$ cat config.mk
export PLATFORM = sky130hd
export DESIGN_NAME = load_store_unit
export DESIGN_NICKNAME = d
export VERILOG_FILES = /design/src/rtl/lsu_pkg.sv /design/src/rtl/load_store_unit_lane.sv /design/src/rtl/load_store_unit.sv
export SDC_FILE = /design/constraint.sdc
export NUM_CORES = 1
export LEC_CHECK = 0
export BUFFER_PORTS_ARGS = -buffer_cell sky130_fd_sc_hd__buf_2
export CELL_PAD_IN_SITES_DETAIL_PLACEMENT = 1
export CELL_PAD_IN_SITES_GLOBAL_PLACEMENT = 2
export CORE_AREA = 2 2 138 127
export CTS_BUF_LIST = sky130_fd_sc_hd__clkbuf_8
export DETAILED_ROUTE_END_ITERATION = 16
export DIE_AREA = 0 0 140 129
export PLACE_DENSITY_LB_ADDON = 0.1
export SLEW_MARGIN = 15
export SYNTH_ARGS = -nofsm -noshare
export SYNTH_HDL_FRONTEND = slang
export SYNTH_SLANG_ARGS = --single-unit
$ cat constraint.sdc
create_clock -name clk -period 2.2 [get_ports clk]
set_input_delay 0.11 -clock clk [delete_from_list [all_inputs] [get_ports clk]]
set_output_delay 0.11 -clock clk [all_outputs]
set_load 0.1 [all_outputs]
$ cat src/rtl/lsu_pkg.sv
`default_nettype none
// +----------------------------------------------------------------------------+
// | Module      : lsu_pkg                                                      |
// | Description : Shared funct3 encodings, FSM state type and alignment check  |
// |               for the load/store unit.                                     |
// | Revision    : 1.0 - initial release                                        |
// +----------------------------------------------------------------------------+
package lsu_pkg;

    localparam logic [2:0] F3_B  = 3'b000;
    localparam logic [2:0] F3_H  = 3'b001;
    localparam logic [2:0] F3_W  = 3'b010;
    localparam logic [2:0] F3_BU = 3'b100;
    localparam logic [2:0] F3_HU = 3'b101;

    typedef enum logic [0:0] {
        IDLE   = 1'b0,
        RMW_WR = 1'b1
    } lsu_state_t;

    function automatic logic is_misaligned(input logic [2:0] funct3, input logic [1:0] addr_lo);
        logic w_mis;
        case (funct3)
            F3_H, F3_HU: w_mis = addr_lo[0];
            F3_W:        w_mis = (addr_lo != 2'b00);
            default:     w_mis = 1'b0;
        endcase
        return w_mis;
    endfunction

endpackage
`default_nettype wire

$ cat src/rtl/load_store_unit_lane.sv
`default_nettype none
// +----------------------------------------------------------------------------+
// | Module      : lsu_lane                                                     |
// | Description : Combinational lane logic: load extract/extend and            |
// |               sub-word store merge into the old memory word.               |
// | Revision    : 1.0 - initial release                                        |
// +----------------------------------------------------------------------------+
module lsu_lane
    import lsu_pkg::*;
(
    input  logic [2:0]  funct3,
    input  logic [1:0]  addr_lo,
    input  logic [31:0] old_word,
    input  logic [15:0] new_data,
    output logic [31:0] load_data,
    output logic [31:0] merged_word
);

    logic [7:0]  w_byte;
    logic [15:0] w_half;

    always_comb begin
        case (addr_lo)
            2'd0:    w_byte = old_word[7:0];
            2'd1:    w_byte = old_word[15:8];
            2'd2:    w_byte = old_word[23:16];
            default: w_byte = old_word[31:24];
        endcase
        w_half = addr_lo[1] ? old_word[31:16] : old_word[15:0];
    end

    always_comb begin
        case (funct3)
            F3_B:    load_data = {{24{w_byte[7]}}, w_byte};
            F3_H:    load_data = {{16{w_half[15]}}, w_half};
            F3_BU:   load_data = {24'h0, w_byte};
            F3_HU:   load_data = {16'h0, w_half};
            default: load_data = old_word;
        endcase
    end

    // funct3[0] separates SH (1) from SB (0); only those two reach the merge.
    always_comb begin
        merged_word = old_word;
        if (funct3[0]) begin
            if (addr_lo[1]) merged_word[31:16] = new_data;
            else            merged_word[15:0]  = new_data;
        end else begin
            case (addr_lo)
                2'd0:    merged_word[7:0]   = new_data[7:0];
                2'd1:    merged_word[15:8]  = new_data[7:0];
                2'd2:    merged_word[23:16] = new_data[7:0];
                default: merged_word[31:24] = new_data[7:0];
            endcase
        end
    end

endmodule
`default_nettype wire

$ cat src/rtl/load_store_unit.sv
`default_nettype none
// +----------------------------------------------------------------------------+
// | Module      : load_store_unit                                              |
// | Description : MEM-stage initiator: loads, word stores, and SB/SH as a      |
// |               two-cycle read-modify-write with fault rejection.            |
// | Revision    : 1.0 - initial release                                        |
// +----------------------------------------------------------------------------+
module load_store_unit
    import lsu_pkg::*;
#(
    parameter int MEM_WORDS = 1024
) (
    input  logic        clk,
    input  logic        rst,
    input  logic        req_valid,
    input  logic        req_we,
    input  logic [2:0]  req_funct3,
    input  logic [31:0] req_addr,
    input  logic [31:0] req_wdata,
    output logic [31:0] rsp_rdata,
    output logic        rsp_valid,
    output logic        stall,
    output logic        fault,
    output logic [31:0] mem_a,
    output logic [31:0] mem_wd,
    output logic        mem_we,
    input  logic [31:0] mem_rd
);

    lsu_state_t  r_state;
    lsu_state_t  w_next_state;
    logic [31:0] r_merged;
    logic [31:0] r_idx;

    logic [31:0] w_word_idx;
    logic [31:0] w_load_data;
    logic [31:0] w_merged;
    logic        w_illegal;
    logic        w_oor;
    logic        w_fault;
    logic        w_capture;

    assign w_word_idx = {2'b00, req_addr[31:2]};
    assign w_oor      = (w_word_idx >= 32'(MEM_WORDS));

    always_comb begin
        if (req_we) begin
            w_illegal = (req_funct3 != F3_B) && (req_funct3 != F3_H) && (req_funct3 != F3_W);
        end else begin
            w_illegal = (req_funct3 == 3'b011) || (req_funct3[2:1] == 2'b11);
        end
    end

    assign w_fault = w_illegal || w_oor || is_misaligned(req_funct3, req_addr[1:0]);

    lsu_lane u_lane (
        .funct3      (req_funct3),
        .addr_lo     (req_addr[1:0]),
        .old_word    (mem_rd),
        .new_data    (req_wdata[15:0]),
        .load_data   (w_load_data),
        .merged_word (w_merged)
    );

    always_ff @(posedge clk) begin
        if (rst) begin
            r_state  <= IDLE;
            r_merged <= 32'h0;
            r_idx    <= 32'h0;
        end else begin
            r_state <= w_next_state;
            if (w_capture) begin
                r_merged <= w_merged;
                r_idx    <= w_word_idx;
            end
        end
    end

    always_comb begin
        w_next_state = r_state;
        w_capture    = 1'b0;
        rsp_rdata    = 32'h0;
        rsp_valid    = 1'b0;
        stall        = 1'b0;
        fault        = 1'b0;
        mem_a        = 32'h0;
        mem_wd       = 32'h0;
        mem_we       = 1'b0;
        if (rst) begin
            // Outputs stay at their inactive defaults; an in-flight RMW is dropped.
            w_next_state = IDLE;
        end else begin
            case (r_state)
                RMW_WR: begin
                    mem_a        = r_idx;
                    mem_wd       = r_merged;
                    mem_we       = 1'b1;
                    rsp_valid    = 1'b1;
                    w_next_state = IDLE;
                end
                default: begin
                    if (req_valid) begin
                        mem_a = w_word_idx;
                        if (w_fault) begin
                            fault = 1'b1;
                        end else if (!req_we) begin
                            rsp_rdata = w_load_data;
                            rsp_valid = 1'b1;
                        end else if (req_funct3 == F3_W) begin
                            mem_wd    = req_wdata;
                            mem_we    = 1'b1;
                            rsp_valid = 1'b1;
                        end else begin
                            stall        = 1'b1;
                            w_capture    = 1'b1;
                            w_next_state = RMW_WR;
                        end
                    end
                end
            endcase
        end
    end

endmodule
`default_nettype wire

Word level (Yosys, flattened, before mapping)
Cells that the tools add are included.
{"block": "word_totals", "ff_bits": 63, "input_bits": 103, "output_inout_bits": 100, "elab_cells": 72}
{"block": "classes", "magnitude_cmp": 1, "eq_ne": 10, "muxes": 47, "n_reduce_logical": 11}
{"operator": "32-bit two-way mux", "n": 12}
{"operator": "32-bit case mux with 4 select lines", "n": 1}
{"operator": "30-bit two-way mux", "n": 3}
{"operator": "16-bit two-way mux", "n": 3}
{"operator": "8-bit two-way mux", "n": 4}
{"operator": "30-bit by 11-bit greater-or-equal comparator with 1-bit output, second input constant", "n": 1}
{"operator": "8-bit case mux with 3 select lines", "n": 1}
{"operator": "1-bit two-way mux", "n": 22}
{"operator": "3-bit by 2-bit equality test with 1-bit output, second input constant", "n": 2}
{"operator": "3-bit equality test, second input constant", "n": 2}
{"operator": "2-bit equality test, second input constant", "n": 2}
{"operator": "3-bit by 1-bit equality test with 1-bit output, second input constant", "n": 1}
{"operator": "3-bit zero test", "n": 1}
{"operator": "1-bit logical OR", "n": 3}
{"operator": "3-bit by 1-bit != test with 1-bit output, second input constant", "n": 1}
{"operator": "3-bit by 2-bit != test with 1-bit output, second input constant", "n": 1}
{"operator": "3-bit nonzero test", "n": 1}
{"operator": "3-bit OR reduction", "n": 1}
{"operator": "2-bit by 1-bit equality test with 1-bit output, second input constant", "n": 1}
{"operator": "1-bit logical AND", "n": 2}
{"operator": "2-bit zero test", "n": 1}
{"operator": "1-bit case mux with 2 select lines", "n": 1}
{"operator": "2-bit nonzero test", "n": 1}
{"operator": "2-bit OR reduction", "n": 1}

Logic depth before layout (Yosys ltp)
{"block": "depth", "depth_word": 10, "depth_mapped": 7, "depth_no_buf": 5}

By module
A second synthesis with hierarchy kept.
{"block": "unflattened", "hier_cells": 679, "hier_area_um2": 5213.8}
{"mod": "load_store_unit", "n_inst": 1, "cells_each": 474, "area_per_inst_um2": 3759.9, "seq_area_each_um2": 1261.2}
{"mod": "lsu_lane", "n_inst": 1, "cells_each": 205, "area_per_inst_um2": 1453.9, "seq_area_each_um2": 0.0}

Least setup slack after synthesis
No wires, ideal clock.
{"block": "synth_timing", "path_kind": "reg2out", "from": "reg r_state", "to": "out rsp_rdata[7]", "t_arrival_ns": 4.383, "required_ns": 2.090, "path_slack_ns": -2.293, "path_stages_with_launch": 6, "n_path_buf": 1, "path_cell_list": "dfxtp_1 > buf_2 > nor3b_4 > nor2b_1 > nand4_1 > a2111oi_1"}
{"block": "synth_via", "elab_chain_len": 2}
{"element": "start, declared", "line_no": "load_store_unit.sv:30", "text": "lsu_state_t r_state;"}
{"element": "start signal, assigned", "line_no": "load_store_unit.sv:71", "text": "r_state <= w_next_state;"}
{"element": "32-bit two-way mux", "line_no": "load_store_unit.sv:93", "text": "case (r_state)"}
{"element": "32-bit two-way mux", "line_no": "load_store_unit.sv:89", "text": "if (rst) begin"}
{"element": "end, declared", "line_no": "load_store_unit.sv:20", "text": "output logic [31:0] rsp_rdata,"}
Every way passes these cells.

Final worst setup path
{"block": "layout_timing", "from": "reg r_state", "to": "out rsp_rdata[28]"}
The elaborated chain is that of the path after synthesis.

==> reports/results.tsv <==
stage	metric	value	unit
timing	slew_violations	0	
route	drt_iter0_drc	264	
run_status	status	complete, but fails checks	
placed_design	numPortBuffers	200	
critical_path	r2r_setup_slack	420	ps
critical_path	crit_arrival	1990	ps
grt	grt.overflow.total	0	
clock_network	cts-root-buf	clkbuf_8	
timing	setup_viol_count_final	0	
worst_hold_path	min_path_type	input pin to flop	
critical_path	setup.worst_path.end	rsp_rdata[28]	
logic_synthesis	synth_top_area_share	0.265	
critical_path	reg2reg_from	r_state	
critical_path	endpoint_kind	output pin	
clock_network	cts_tree	done	
logic_synthesis	ys_ff_latch	63	
final_layout	final_cells	978	
logic_synthesis	syn_inst	583	
critical_path	crit_path_start	r_state	
logic_synthesis	synth_commonest_cells	mux2i_1 (64), dfxtp_1 (63), nor2_1 (59)	
logic_synthesis	synth_area_per_cell	8.15	um2
grt	grt_usage	0.208	
grt	grt_pass1_wl	29.6	mm
clock_network	cts-hold-fix-buffers	0	
final_layout	antenna_cells	0	
floorplan	die_w	140	um
floorplan	core-area	16600	um2
power	p_total	3.14	mW
route	drc	13	
critical_path	r2r_cells	5	
grt	first_global_vias	5275	
logic_synthesis	yosys_warnings	0	
route	vias	5065	
floorplan	start_util	0.286	
critical_path	cp-start-kind	flop	
final_layout	drive_above_1_share	0.428	
route	post_drt_via_cell_ratio	5.18	
logic_synthesis	synth_top_cell_by_area	dfxtp_1	
clock_network	clk_latency	350	ps
power	max-vdd-ir-drop	0.340	mV
logic_synthesis	synth_area_leaders	dfxtp_1 (27%), mux2i_1 (13%), a22o_1 (5.5%), nand2b_1 (5.3%), nor2_1 (4.7%)	
critical_path	critPathKind	flop to output pin	
timing	hold_violations	0	
run	cap_violations	0	
route	drt-wirelength-per-cell	19.4	um
route	drt-total-wl	19.0	mm
clock_network	cts_sinks	63	
floorplan	die_area	18100	um2
timing	period_needed	2100	ps
timing	post-route-period-util	0.955	
final_layout	final_nets	865	
logic_synthesis	netlist-cell-type-count	48	
clock_network	cts_buffer_depth	2	
logic_synthesis	synth.most_common_cell	mux2i_1	
critical_path	crit_fanout	5	
final_layout	syn2layout_area_growth	70.2	%
power	power_density	388	nW/um2
critical_path	r2r_end	r_merged[21]	
floorplan	io-pin-count	203	
logic_synthesis	synth_edf_count	0	
placed_design	gp_congestion	0.787	
clock_network	htreeDepth	3	
timing	skew	14.0	ps
clock_network	clkSlewWorstSetupHoldPaths	80	ps
floorplan	die_h	129	um
timing	max_freq	476	MHz
grt	grt_max_degree	105	
logic_synthesis	synthFlopType	dfxtp_1	
logic_synthesis	synthArstFlopShare	0	
power	power_leakage	3.25	nW
placed_design	place_hpwl	14.7	mm
timing	worst_slew_pin_slew	922	ps
grt	antenna_found_initial	1	
route	drtPass1Iterations	11	
timing	max_slew_margin	0.385	
placed_design	dp_cells	956	
route	antenna_left	0	
clock_network	cts_made_buffers	9	
critical_path	required	2090	ps
logic_synthesis	netlist_area	4750	um2
floorplan	num_rows	45	
timing	rsz0062_at_grt	false	
run_status	violations	DRC	
logic_synthesis	ys_seq_area_frac	0.265	
==> worst min-delay path by stage <==
stage	startpoint	end	slack [ps]	depth (start not counted)
5_1_grt	req_addr[9]	r_idx[7]	10	3
4_1_cts	req_addr[2]	r_idx[0]	10	3
6_report	req_addr[5]	r_idx[3]	40	3
3_3_place_gp	req_addr[2]	r_idx[0]	390	3
2_1_floorplan	req_addr[6]	r_idx[4]	270	2
3_5_place_dp	req_addr[2]	r_idx[0]	400	3
==> layout by cell type, fill, tap and decap left out, types with 16 or more instances in the layout <==
| master | netlist | routed |
|---|---|---|
| buf_12 | 0 | 97 |
| a22o_1 | 30 | 30 |
| o21ai_0 | 31 | 31 |
| nor2_1 | 59 | 40 |
| dfxtp_1 | 63 | 62 |
| nand2b_1 | 40 | 40 |
| buf_4 | 4 | 16 |
| mux2i_1 | 64 | 64 |
| inv_1 | 15 | 17 |
| nor3b_1 | 21 | 21 |
| nand3_1 | 18 | 18 |
| a21oi_1 | 30 | 28 |
| buf_2 | 21 | 110 |
| nor2b_1 | 21 | 19 |
| nor3_4 | 0 | 16 |
==> routing by layer <==
metal | vias to the layer above | part of all wire | GRT usage
met3 | 10 | 0.070 | 0.0644
li1 | 2461 | - | -
met4 | 2 | 0.0060 | 0.0440
met1 | 2439 | 0.49 | 0.298
met5 | - | 0.00084 | 0
met2 | 153 | 0.43 | 0.307
==> logic make-up after synthesis <==
family	after synthesis	synth area share
simple gates	202	0.231
compound gates	146	0.212
mux	93	0.217
buf+inv	78	0.0734
flops	63	0.265
other cells	1	0.000789
==> area by class of cell <==
type	count	area, um2
clock buffer	9	124
clock inverter	7	90.1
fill	1876	8520
inverter	17	63.8
multi-input combinational	443	3590
sequential	63	1260
tap	211	264
timing repair buffer	228	2700
==> power breakdown <==
group	internal [mW]	switching, mW
Sequential	1.14	0.0000000277
Combinational	0.318	0.583
Clock	0.631	0.469
Total	2.09	1.05
==> state kept, by name (all words and copies together) (netlist names) <==
register / count
r_merged: 32
r_idx: 30
r_state: 1
==> metrics by stage <==
step	util	TNS [ps]	hold slack [ps]	instance area, um2	worst slack [ps]
floorplan	-	-7760	265	5190	-252
global placement	0.468	0	386	7770	143
detailed placement	0.468	0	403	7770	62.0
CTS	0.481	-4.28	14.6	7990	-4.28
global route	0.487	0	13.1	8090	5.03
finish	0.487	0	37.2	8090	98.6
==> worst max-delay path: stages (launching register included) <==
cell	delay [ps]
dfxtp_2	340
nor3b_4	190
nor2b_4	160
nand4_1	100
buf_6	160
buf_6	120
clkbuf_16	160
nor3_4	210
buf_12	200
==> timing repair <==
item | CTS | global route
pin swaps | 0 | 2
setup buffers | 0 | 3
resized for setup | 0 | 4
gates cloned | 0 | 3
endpoints found under the setup margin | 1 | 14
(Power assumes the default switching activity.)
